--- src/rtl/seg_pkg.sv ---
// Shared definitions for the segment display scheduler: FSM states,
// special receive bytes, the blank segment pattern and ASCII hex helpers.
package seg_pkg;

  typedef enum logic [1:0] {
    ST_IDLE    = 2'd0,
    ST_COLLECT = 2'd1,
    ST_COMMIT  = 2'd2
  } state_e;

  localparam logic [7:0] CR_BYTE     = 8'h0D;
  localparam logic [7:0] CLR_BYTE    = 8'h23;
  localparam logic [7:0] BLANK       = 8'hFF;
  localparam int         NUM_DIG_DEF = 6;

  // True for ASCII '0'-'9', 'a'-'f', 'A'-'F'.
  function automatic logic is_hex(input logic [7:0] b);
    return ((b >= 8'h30) && (b <= 8'h39)) ||
           ((b >= 8'h41) && (b <= 8'h46)) ||
           ((b >= 8'h61) && (b <= 8'h66));
  endfunction

  // Nibble value of an ASCII hex character (letters of either case).
  function automatic logic [3:0] hex_nib(input logic [7:0] b);
    if (b <= 8'h39) return b[3:0];
    return b[3:0] + 4'd9;
  endfunction

endpackage

--- src/rtl/hex_to_seg.sv ---
// Combinational nibble to active-low seven-segment decode (bit7 = dp, off).
module hex_to_seg (
  input  logic [3:0] nib,
  output logic [7:0] seg
);

  // Lookup of segments g..a for each hex value; dp kept high.
  always_comb begin
    seg = 8'hFF;
    case (nib)
      4'h0: seg = 8'hC0;
      4'h1: seg = 8'hF9;
      4'h2: seg = 8'hA4;
      4'h3: seg = 8'hB0;
      4'h4: seg = 8'h99;
      4'h5: seg = 8'h92;
      4'h6: seg = 8'h82;
      4'h7: seg = 8'hF8;
      4'h8: seg = 8'h80;
      4'h9: seg = 8'h90;
      4'hA: seg = 8'h88;
      4'hB: seg = 8'h83;
      4'hC: seg = 8'hC6;
      4'hD: seg = 8'hA1;
      4'hE: seg = 8'h86;
      4'hF: seg = 8'h8E;
      default: seg = 8'hFF;
    endcase
  end

endmodule

--- src/rtl/seg_disp_sched.sv ---
// Serial hex byte collector driving a multiplexed 6-digit seven-segment display.
// Optional build macro SEG_LEAD_BLANK_EN blanks leading zeros of the shown value.
module seg_disp_sched
  import seg_pkg::*;
#(
  parameter int SCAN_DIV = 50000,
  parameter int NUM_DIG  = NUM_DIG_DEF
) (
  input  logic               sys_clk,
  input  logic               rst,
  input  logic               rx_sig,
  input  logic [7:0]         rdata,
  output logic [7:0]         led_data,
  output logic [NUM_DIG-1:0] led_sel,
  output logic               commit,
  output logic               ovf
);

  localparam int              DIV_W    = (SCAN_DIV > 1) ? $clog2(SCAN_DIV) : 1;
  localparam logic [DIV_W-1:0] DIV_LAST = DIV_W'(SCAN_DIV - 1);
  localparam logic [2:0]      LAST_IDX = 3'(NUM_DIG - 1);
  localparam logic [2:0]      FULL_CNT = 3'(NUM_DIG);

  state_e     state_q, state_d;
  logic [3:0] pend_q [NUM_DIG];
  logic [3:0] pend_d [NUM_DIG];
  logic [3:0] disp_q [NUM_DIG];
  logic [3:0] disp_d [NUM_DIG];
  logic [2:0] pend_cnt_q, pend_cnt_d;
  logic [2:0] disp_cnt_q, disp_cnt_d;
  logic       ovf_q, ovf_d;
  logic       commit_q, commit_d;
  logic [DIV_W-1:0] div_q, div_d;
  logic [2:0] idx_q, idx_d;
  logic [7:0] led_data_q, led_data_d;
  logic [NUM_DIG-1:0] led_sel_q, led_sel_d;
  logic [7:0] seg_out;
  logic       lead_zero;

  // Byte classification, pending shift register and commit/clear handling.
  always_comb begin
    state_d    = state_q;
    pend_d     = pend_q;
    pend_cnt_d = pend_cnt_q;
    disp_d     = disp_q;
    disp_cnt_d = disp_cnt_q;
    ovf_d      = ovf_q;
    commit_d   = 1'b0;
    if (state_q == ST_COMMIT) begin
      // Any byte seen here is ignored; pending moves to the display.
      disp_d     = pend_q;
      disp_cnt_d = pend_cnt_q;
      pend_d     = '{default: 4'h0};
      pend_cnt_d = 3'd0;
      commit_d   = 1'b1;
      state_d    = ST_IDLE;
    end else if (rx_sig) begin
      if (is_hex(rdata)) begin
        if (pend_cnt_q == FULL_CNT) begin
          ovf_d = 1'b1;
        end else begin
          for (int i = 1; i < NUM_DIG; i++) pend_d[i] = pend_q[i-1];
          pend_d[0]  = hex_nib(rdata);
          pend_cnt_d = pend_cnt_q + 3'd1;
          state_d    = ST_COLLECT;
        end
      end else if (rdata == CR_BYTE) begin
        state_d = ST_COMMIT;
      end else if (rdata == CLR_BYTE) begin
        pend_d     = '{default: 4'h0};
        pend_cnt_d = 3'd0;
        disp_d     = '{default: 4'h0};
        disp_cnt_d = 3'd0;
        ovf_d      = 1'b0;
        state_d    = ST_IDLE;
      end
    end
  end

  // Scan divider and digit index advance.
  always_comb begin
    div_d = div_q + DIV_W'(1);
    idx_d = idx_q;
    if (div_q == DIV_LAST) begin
      div_d = '0;
      idx_d = (idx_q == LAST_IDX) ? 3'd0 : idx_q + 3'd1;
    end
  end

`ifdef SEG_LEAD_BLANK_EN
  // Digit is a leading zero when it and every higher shown digit are zero.
  always_comb begin
    lead_zero = 1'b0;
    if (idx_d != 3'd0) begin
      lead_zero = 1'b1;
      for (int i = 0; i < NUM_DIG; i++) begin
        if ((3'(i) >= idx_d) && (3'(i) < disp_cnt_d) && (disp_d[i] != 4'h0))
          lead_zero = 1'b0;
      end
    end
  end
`else
  assign lead_zero = 1'b0;
`endif

  hex_to_seg u_hex_to_seg (
    .nib (disp_d[idx_d]),
    .seg (seg_out)
  );

  // Output pair built from next-state index and display so both always agree.
  always_comb begin
    led_sel_d  = ~(NUM_DIG'(1) << idx_d);
    led_data_d = ((idx_d >= disp_cnt_d) || lead_zero) ? BLANK : seg_out;
  end

  // State registers with synchronous reset.
  always_ff @(posedge sys_clk) begin
    if (rst) begin
      state_q    <= ST_IDLE;
      pend_q     <= '{default: 4'h0};
      disp_q     <= '{default: 4'h0};
      pend_cnt_q <= 3'd0;
      disp_cnt_q <= 3'd0;
      ovf_q      <= 1'b0;
      commit_q   <= 1'b0;
      div_q      <= '0;
      idx_q      <= 3'd0;
      led_data_q <= BLANK;
      led_sel_q  <= ~NUM_DIG'(1);
    end else begin
      state_q    <= state_d;
      pend_q     <= pend_d;
      disp_q     <= disp_d;
      pend_cnt_q <= pend_cnt_d;
      disp_cnt_q <= disp_cnt_d;
      ovf_q      <= ovf_d;
      commit_q   <= commit_d;
      div_q      <= div_d;
      idx_q      <= idx_d;
      led_data_q <= led_data_d;
      led_sel_q  <= led_sel_d;
    end
  end

  assign led_data = led_data_q;
  assign led_sel  = led_sel_q;
  assign commit   = commit_q;
  assign ovf      = ovf_q;

endmodule

--- config.mk ---
export PLATFORM = sky130hd
export DESIGN_NAME = seg_disp_sched
export DESIGN_NICKNAME = d
export VERILOG_FILES = /design/src/rtl/seg_pkg.sv /design/src/rtl/hex_to_seg.sv /design/src/rtl/seg_disp_sched.sv
export SDC_FILE = /design/constraint.sdc
export NUM_CORES = 1
export LEC_CHECK = 0
export CAP_MARGIN = 20
export CORE_MARGIN = 2
export CORE_UTILIZATION = 50
export DETAILED_ROUTE_END_ITERATION = 8
export PLACE_DENSITY = 0.69
export SETUP_SLACK_MARGIN = 0.15
export SYNTH_ARGS = -nofsm -noshare
export SYNTH_HDL_FRONTEND = slang
export SYNTH_SLANG_ARGS = --single-unit
--- constraint.sdc ---
create_clock -name sys_clk -period 6.95 [get_ports sys_clk]
set_clock_uncertainty 0.2 [all_clocks]
set_input_delay 1.39 -clock sys_clk [delete_from_list [all_inputs] [get_ports sys_clk]]
set_output_delay 1.39 -clock sys_clk [all_outputs]
set_load 0.1 [all_outputs]
==> flow_metrics.env, run 1 <==
export IMPL_yosysWarnings=0
export IMPL_die_w_microns=97.3
export IMPL_final_setup_tns_ns=0
export IMPL_start_util=0.506
export IMPL_path_class="in2reg"
export IMPL_vias_per_cell=5.89
export IMPL_yosysTopAreaCellShare=0.414
export IMPL_syn_avg_cell_area_sq_um=8.88
export IMPL_async_flop_share=0
export IMPL_synth_seq_area_share=0.414
export IMPL_status="finished clean"
export IMPL_critical_path_max_fanout=22
export IMPL_maxSlewHeadroom=0.351
export IMPL_drt_pass1_iter_count=4
export IMPL_routedWlPerCell_microns=15.6
export IMPL_cts_setup_buffers=0
export IMPL_via_count=3632
export IMPL_cts_hold_buf=0
export IMPL_end_kind="register"
export IMPL_multiInputGateArea_sq_mm=0.00237
export IMPL_slew_viol_final=0
export IMPL_final_antenna_net_count=0
export IMPL_synth_compound_area_frac=0.236
export IMPL_synth_top_family_by_area="compound AO/OA/AOI/OAI gates"
export IMPL_post_cts_resize_count=0
export IMPL_ys_types=79
export IMPL_dr_first_iter_drc_count=232
export IMPL_yosysTopAreaCell="dfxtp_1"
export IMPL_arrival_ns=5.09
export IMPL_finalHoldViolations=0
export IMPL_fmaxAchievable_mhz=198
export IMPL_syn_inst=490
export IMPL_cts_tree="done"
export IMPL_fin_crit_sh=0.726
export IMPL_die_h_microns=97.3
export IMPL_grtUsageTotal=0.210
export IMPL_fp_coreArea_sq_mm=0.00859
export IMPL_synthTopCellsByCount="dfxtp_1 (90), nor2_1 (70), nand2_1 (35), a22oi_1 (29)"
export IMPL_yosys_top_cells_area="dfxtp_1 (41%), nor2_1 (6.0%), a22oi_1 (5.0%), ha_1 (4.3%), a22o_1 (3.0%)"
export IMPL_leakage_nw=1.77
export IMPL_peakVddDrop_v=0.000117
export IMPL_portBuffers=25
export IMPL_worstPathRequired_ns=6.99
export IMPL_clkTransAtPathRegs_ns=0.09
export IMPL_synthAdderAreaFrac=0.0432
export IMPL_h_tree_depth=3
export IMPL_root_buffer="clkbuf_8"
export IMPL_drc=0
export IMPL_numCtsBuffers=9
export IMPL_synthSimpleGateAreaFrac=0.215
export IMPL_cap_violations=0
export IMPL_worst_skew_pair_late_latency_ns=0.36
export IMPL_synth_most_common_cell="dfxtp_1"
export IMPL_layoutNonFillerInstCount=617
export IMPL_synthFlopType="dfxtp_1"
export IMPL_drive_gt1_frac=0.0884
export IMPL_synth_edf_count=0
export IMPL_rsz0062_at_grt="false"
export IMPL_grt_pass1_wl_microns=16500
export IMPL_gp_congestion=0.846
export IMPL_syn_to_final_growth_pct=12.2
export IMPL_muxShareOfSynthArea=0.0193
export IMPL_grt_max_degree=39
export IMPL_boundaryPins=27
export IMPL_drt_wl_total_microns=9630
export IMPL_dp_cells=599
export IMPL_nFillCells=811
export IMPL_antenna_found_initial=0
export IMPL_post_dp_hpwl_microns=6640
export IMPL_ys_ff_latch=90
export IMPL_die_area_sq_mm=0.00946
export IMPL_row_count=34
export IMPL_worst_pin_slew_ns=0.971
export IMPL_fin_nets=530
export IMPL_seqCellArea_sq_mm=0.00180
export IMPL_synth_area_sq_mm=0.00435
export IMPL_clockBufferDepth=2
export IMPL_setup_violations=0
export IMPL_powerDensity_mw_per_mm2=188
export IMPL_synth_xor_area_frac=0.0302
export IMPL_syn_num_nets=516
export IMPL_min_period_ns=5.05
export IMPL_hold_class="reg2reg"
export IMPL_cp_start_kind="primary input"
export IMPL_n_antenna_cell=0
export IMPL_cts_sinks=90
export IMPL_grt_pass1_vias=3419
export IMPL_grt_overflow=0
[power breakdown]
group | total (mW) | internal [mW] | switching (mW)
logic | 0.0385 | 0.0146 | 0.0239
clock network | 0.359 | 0.169 | 0.191
registers | 0.519 | 0.518 | 0.00187
[worst paths after layout]
check	to	cells past startpoint	startpoint	slack [ns]
setup / recovery	led_data[3]	13	rdata[0]	1.90
hold / removal	div_q[0]	1	div_q[0]	0.25
setup reg to reg	led_data[3]	11	div_q[0]	3.13
hold reg to reg	div_q[0]	1	div_q[0]	0.25
[through the flow]
stage	util	instance area [sq um]	setup slack [ns]	hold WS (ns)	power, mW
floorplan	-	4350	2.46	0.218	0.556
global placement	0.541	4650	1.76	0.229	0.568
detailed placement	0.541	4650	1.60	0.246	0.569
CTS	0.564	4850	1.94	0.260	0.925
global route	0.568	4880	1.77	0.283	0.952
finish	0.568	4880	1.90	0.253	0.917
[registers in the layout, summed over array words and instances (netlist names)]
register / count
commit: 1
disp_cnt_q: 3
disp_q: 24
div_q: 16
idx_q: 3
led_data: 7
led_sel: 6
ovf: 1
pend_cnt_q: 3
pend_q: 24
state_q: 2
[logic make-up (layout without fill, tap and decap cells)]
family,count (synthesis),in the layout
adders and majority gates,15,15
AOI/OAI and AO/OA,134,134
buffers and inverters,43,62
muxes,8,8
DFF,90,90
other,1,1
and+or+nand+nor,184,184
xor gates and xnor gates,15,15
[final cells by class]
cell class	instances	share of cell area
flip-flops and latches	90	0.369
clock inverters	7	0.0156
inverters	13	0.0100
repair buffers	33	0.0667
well taps	108	0.0277
multi-input cells	357	0.485
clock buffers	9	0.0254
[cell usage in the layout, fill, tap and decap left out, types with 7 or more instances in the layout]
| cell | instances |
|---|---|
| clkbuf_8 | 9 |
| o21ai_0 | 10 |
| xor2_1 | 8 |
| nand2_1 | 35 |
| dfxtp_1 | 90 |
| nor2_1 | 70 |
| nand3_1 | 7 |
| xnor2_1 | 7 |
| a22o_1 | 15 |
| clkdlybuf4s50_1 | 25 |
| nor3_1 | 8 |
| a21oi_1 | 20 |
| inv_1 | 11 |
| nor2b_1 | 19 |
| ha_1 | 15 |
| a22oi_1 | 29 |
[layer usage]
metal  routed length (microns)  up-vias  GRT usage
met5                         0        -          0
li1                          -     1805          -
met4                       146        0     0.0726
met1                      4470     1720      0.281
met2                      4520       95      0.341
met3                       487       12     0.0403
[critical path: stages]
cell and delay (ns):
clkdlybuf4s50_1 0.50, ha_1 0.28, and4b_1 0.22, a21oi_1 0.14, buf_4 0.28, a22oi_1 0.19, a211o_1 0.33, a221o_1 0.39
a221oi_4 0.40, inv_1 0.18, ha_1 0.24, mux2_1 0.30, o31a_1 0.24
Note: power is estimated with default switching activity, not from simulation.
==> inputs of run 2 (changes only) <==
PLACE_DENSITY = 0.72   (was 0.69)
clock period = 4.5 ns   (was 6.95 ns; I/O delays follow)
==> flow_metrics.env, run 2 (synthesis gave the netlist of run 1 again) <==
export IMPL_final_antenna_net_count=0
export IMPL_portBuffers=25
export IMPL_grt_pass1_vias=3395
export IMPL_die_h_microns=97.3
export IMPL_drc=0
export IMPL_clkTransAtPathRegs_ns=0.08
export IMPL_n_antenna_cell=0
export IMPL_fin_nets=543
export IMPL_clockBufferDepth=2
export IMPL_switching_share=0.233
export IMPL_cts_hold_buf=0
export IMPL_cts_sinks=90
export IMPL_grtUsageTotal=0.211
export IMPL_fin_area_sq_mm=0.00497
export IMPL_pwr_share_seq=0.569
export IMPL_dr_first_iter_drc_count=222
export IMPL_combinationalPowerShare=0.046
export IMPL_drt_pass1_iter_count=5
export IMPL_end_kind="register"
export IMPL_worst_pin_slew_ns=0.972
export IMPL_cap_violations=0
export IMPL_rsz0062_at_grt="false"
export IMPL_finalHoldViolations=0
export IMPL_p_int_mw=1.08
export IMPL_maxSlewHeadroom=0.350
export IMPL_worst_skew_pair_late_latency_ns=0.36
export IMPL_p_switching_mw=0.328
export IMPL_routedWlPerCell_microns=15.7
export IMPL_fin_crit_sh=0.916
export IMPL_fp_coreArea_sq_mm=0.00859
export IMPL_setup_violations=0
export IMPL_fmaxAchievable_mhz=243
export IMPL_layout_commonest_cell="dfxtp_1"
export IMPL_cp_start_kind="primary input"
export IMPL_drive_gt1_frac=0.111
export IMPL_min_period_ns=4.12
export IMPL_grt_overflow=0
export IMPL_critical_path_max_fanout=8
export IMPL_antenna_found_initial=0
export IMPL_worstPathRequired_ns=4.55
export IMPL_post_dp_hpwl_microns=6920
export IMPL_numCtsBuffers=9
export IMPL_via_count=3724
export IMPL_row_count=34
export IMPL_place_area_sq_mm=0.00475
export IMPL_path_class="in2reg"
export IMPL_grt_pass1_wl_microns=16600
export IMPL_syn_to_final_growth_pct=14.2
export IMPL_start_util=0.506
export IMPL_drt_wl_total_microns=9880
export IMPL_h_tree_depth=3
export IMPL_boundaryPins=27
export IMPL_arrival_ns=4.17
export IMPL_die_w_microns=97.3
export IMPL_grt_max_degree=38
export IMPL_final_setup_tns_ns=0
export IMPL_peakVddDrop_v=0.000168
export IMPL_root_buffer="clkbuf_8"
export IMPL_layout_setup_ws_ns=0.378
export IMPL_hold_class="reg2reg"
export IMPL_status="finished clean"
export IMPL_place_ws_ns=0.0328
export IMPL_die_area_sq_mm=0.00946
export IMPL_leakage_nw=1.83
export IMPL_slew_viol_final=0
export IMPL_reg_top3="disp_q x24, pend_q x24, div_q x16"
export IMPL_clock_power_share=0.384
export IMPL_vias_per_cell=5.92
export IMPL_utilization=0.578
export IMPL_powerDensity_mw_per_mm2=284
export IMPL_layout_common_cells="dfxtp_1 (90), nor2_1 (70), nand2_1 (35), a22oi_1 (29), clkdlybuf4s50_1 (25)"
export IMPL_cts_tree="done"
export IMPL_gp_congestion=0.899
-- run 2: through the flow --
| step | hold WS, ns | cells | power [mW] |
|---|---|---|---|
| after floorplan | 0.218 | 490 | 0.858 |
| after global placement | 0.229 | 613 | 0.882 |
| after global routing | 0.277 | 629 | 1.45 |
| after detailed placement | 0.241 | 613 | 0.884 |
| final | 0.249 | 629 | 1.41 |
| after CTS | 0.255 | 628 | 1.42 |
-- run 2: cell type report --
type | count | area, sq um
fillers | 797 | 3630
clock buffers | 9 | 124
flip-flops and latches | 90 | 1800
inverters | 13 | 48.8
well taps | 108 | 135
repair buffers | 46 | 415
clock inverters | 6 | 68.8
multi-input cells | 357 | 2370
-- run 2: worst paths after layout --
| check | depth (start not counted) | slack (ns) | end | start |
|---|---|---|---|---|
| worst max-delay path | 14 | 0.38 | led_data[3] | rdata[0] |
| worst min-delay path | 1 | 0.25 | div_q[0] | div_q[0] |
| worst max register to register | 11 | 0.88 | led_data[3] | div_q[0] |
| worst min register to register | 1 | 0.25 | div_q[0] | div_q[0] |
-- run 2: repair_timing --
action                                  CTS  global route
endpoints found under the setup margin    0             2
gates resized for setup                   0             1
setup buffers                             0             0
-- run 2: per-layer routing --
metal | track usage | wire length (microns) | share of wire
met5 | 0 | 0 | 0
met4 | 0.0662 | 148 | 0.015
met3 | 0.0489 | 491 | 0.050
met2 | 0.330 | 4500 | 0.46
met1 | 0.290 | 4740 | 0.48
-- run 2: critical path: stages --
cell and delay (ns):
clkdlybuf4s50_1 0.42, ha_1 0.21, and4b_1 0.22, a21oi_1 0.32, buf_4 0.23, a22o_1 0.21
nor4b_1 0.25, a2111oi_1 0.08, buf_4 0.17, a221oi_4 0.27, inv_1 0.15, ha_1 0.22
mux2_1 0.29, o31a_1 0.23
-- run 2: power by group through the flow --
| stage | logic [mW] | clock network, mW | registers (mW) |
|---|---|---|---|
| 5_1_grt | 0.0719 | 0.578 | 0.803 |
| 6_report | 0.0655 | 0.541 | 0.802 |
| 3_5_place_dp | 0.0633 | 0 | 0.821 |
| 3_3_place_gp | 0.0616 | 0 | 0.821 |
| 2_1_floorplan | 0.0381 | 0 | 0.820 |
| 4_1_cts | 0.0637 | 0.554 | 0.802 |
==> inputs of run 3 (changes only) <==
PLACE_DENSITY = 0.71   (was 0.72)
SYNTH_HIERARCHICAL = 1   (was not set)
==> flow_metrics.env, run 3 <==
export IMPL_synth_edf_count=0
export IMPL_die_area_sq_mm=0.00985
export IMPL_fp_coreArea_sq_mm=0.00876
export IMPL_drt_wl_total_microns=9850
export IMPL_final_antenna_net_count=0
export IMPL_grt_max_degree=40
export IMPL_rsz0062_at_grt="false"
export IMPL_r2r_start="div_q[5]"
export IMPL_top_usage_layer="met2"
export IMPL_grt_pass1_vias=3459
export IMPL_nFillCells=769
export IMPL_antenna_found_initial=0
export IMPL_slew_viol_final=0
export IMPL_syn_to_final_growth_pct=14.1
export IMPL_drt_pass1_iter_count=4
export IMPL_fin_area_sq_mm=0.00518
export IMPL_reg_top3="disp_q x24, pend_q x24, div_q x16"
export IMPL_gp_congestion=0.862
export IMPL_utilization=0.591
export IMPL_via_count=3717
export IMPL_maxSlewHeadroom=0.332
export IMPL_die_h_microns=99.3
export IMPL_dp_cells=627
export IMPL_start_util=0.518
export IMPL_cts_hold_buf=0
export IMPL_cap_violations=0
export IMPL_grt_overflow=0
export IMPL_arrival_ns=4.20
export IMPL_cpMaxStageDelayCell="mux4_2"
export IMPL_post_dp_hpwl_microns=7070
export IMPL_timing_rr_end="led_data[3]"
export IMPL_holdPathStages=1
export IMPL_routedWlPerCell_microns=15.3
export IMPL_seqCellArea_sq_mm=0.00182
export IMPL_yosys_top_cells_area="dfxtp_1 (40%), a22o_1 (4.8%), nor2_1 (4.7%), ha_1 (4.4%), nand2_1 (3.4%)"
export IMPL_yosysTopAreaCellShare=0.401
export IMPL_peakVddDrop_v=0.000172
export IMPL_fin_crit_sh=0.923
export IMPL_cpPeakStageDelay_ns=0.49
export IMPL_syn_avg_cell_area_sq_um=9.15
export IMPL_numCtsBuffers=9
export IMPL_async_flop_share=0
export IMPL_fmaxAchievable_mhz=241
export IMPL_layout_common_cells="dfxtp_1 (91), nor2_1 (57), nand2_1 (41), clkdlybuf4s50_1 (26)"
export IMPL_drive_gt1_frac=0.127
export IMPL_setup_violations=0
export IMPL_row_count=34
export IMPL_leakage_nw=2.03
export IMPL_critical_path_max_fanout=6
export IMPL_vias_per_cell=5.78
export IMPL_ys_ff_latch=91
export IMPL_yosysWarnings=6
export IMPL_hold_path_endpoint="div_q[0]"
export IMPL_status="finished clean"
export IMPL_die_w_microns=99.3
export IMPL_crit_chain="clkdlybuf4s50_1 > nor4_4 > a31oi_1 > mux4_2 > a22oi_1 > o21ai_0 > and4b_1 > inv_1 > ha_1 > inv_1 > mux4_1 > or2_2"
export IMPL_cts_setup_buffers=0
export IMPL_end_kind="register"
export IMPL_worstPathRequired_ns=4.55
export IMPL_synth_most_common_cell="dfxtp_1"
export IMPL_grtUsageTotal=0.209
export IMPL_critical_path_most_common_cell="inv_1"
export IMPL_portBuffers=26
export IMPL_cp_start_kind="primary input"
export IMPL_worst_skew_pair_late_latency_ns=0.36
export IMPL_clockBufferDepth=2
export IMPL_clkTransAtPathRegs_ns=0.09
export IMPL_layoutNonFillerInstCount=643
export IMPL_finalHoldViolations=0
export IMPL_cts_tree="done"
export IMPL_min_period_ns=4.15
export IMPL_powerDensity_mw_per_mm2=267
export IMPL_finalPower_mw=1.38
export IMPL_synth_area_sq_mm=0.00454
export IMPL_fin_nets=557
export IMPL_grt_pass1_wl_microns=16800
export IMPL_syn_inst=496
export IMPL_path_class="in2reg"
export IMPL_cts_sinks=91
export IMPL_n_antenna_cell=0
export IMPL_yosysTopAreaCell="dfxtp_1"
export IMPL_drc=0
export IMPL_min_from="div_q[0]"
export IMPL_synthFlopType="dfxtp_1"
export IMPL_place_area_sq_mm=0.00499
export IMPL_h_tree_depth=3
export IMPL_syn_num_nets=523
export IMPL_use_met1=0.280
export IMPL_hold_class="reg2reg"
export IMPL_reg2reg_slack_ns=0.64
export IMPL_boundaryPins=27
export IMPL_worst_pin_slew_ns=0.999
export IMPL_synth_seq_area_share=0.401
export IMPL_root_buffer="clkbuf_8"
export IMPL_ys_types=61
export IMPL_dr_first_iter_drc_count=172
export IMPL_layout_commonest_cell="dfxtp_1"
export IMPL_use_met2=0.346
export IMPL_post_cts_resize_count=0
export IMPL_synthTopCellsByCount="dfxtp_1 (91), nor2_1 (57), nand2_1 (41), a22o_1 (25), o21ai_0 (23)"
export IMPL_met3_usage=0.0429
export IMPL_reg2reg_depth=11
export IMPL_multiInputGateArea_sq_mm=0.00252
==> run 3: critical path, delay by kind of cell <==
kind,cells,cell delay [ns]
and+or+nand+nor,3,1.00
muxes,2,0.95
buffers and inverters,3,0.65
AOI/OAI and AO/OA,3,0.53
adders and majority gates,1,0.16
==> run 3: power by group <==
part           internal, mW  switching (mW)  total (mW)
combinational        0.0257          0.0361      0.0618
sequential            0.808         0.00310       0.811
clock                 0.208           0.300       0.509
total                  1.04           0.340        1.38
==> run 3: worst max-delay path by stage <==
stage,from,end,slack (ns),depth (start not counted)
6_report,rdata[6],led_data[3],0.35,12
3_5_place_dp,rdata[6],led_data[3],-0.03,12
2_1_floorplan,rdata[0],led_data[3],0.60,13
4_1_cts,rdata[6],led_data[3],0.36,12
5_1_grt,rdata[6],led_data[3],0.15,14
3_3_place_gp,rdata[6],led_data[3],0.07,12
==> run 3: per-layer routing <==
layer,part of all wire,vias to the layer above
li1,-,1849
met1,0.47,1769
met2,0.48,86
met3,0.039,13
met4,0.012,0
met5,0,-
==> run 3: kinds of logic after synthesis <==
kind of cell | count (synthesis) | share of synthesized area
adder cells (fa/ha/maj) | 16 | 0.0441
AND/OR/NAND/NOR | 192 | 0.224
multiplexers | 24 | 0.0739
other | 1 | 0.000826
AO/OA/AOI/OAI | 109 | 0.179
XOR/XNOR | 18 | 0.0347
buffers and inverters | 45 | 0.0422
flip-flops | 91 | 0.401
==> run 3: cell type report <==
cell class / count / area share
timing repair buffer: 51 / 0.0865
inverter: 17 / 0.0123
tap: 108 / 0.0261
multi-input combinational: 360 / 0.488
clock buffer: 9 / 0.0239
clock inverter: 7 / 0.0114
sequential: 91 / 0.352
==> run 3: metrics by stage <==
stage	hold slack [ns]	worst slack, ns	setup TNS, ns
final	0.268	0.347	0
after global routing	0.307	0.150	0
after detailed placement	0.251	-0.0274	-0.0274
after CTS	0.275	0.362	0
after global placement	0.244	0.0720	0
after floorplan	0.226	0.598	0
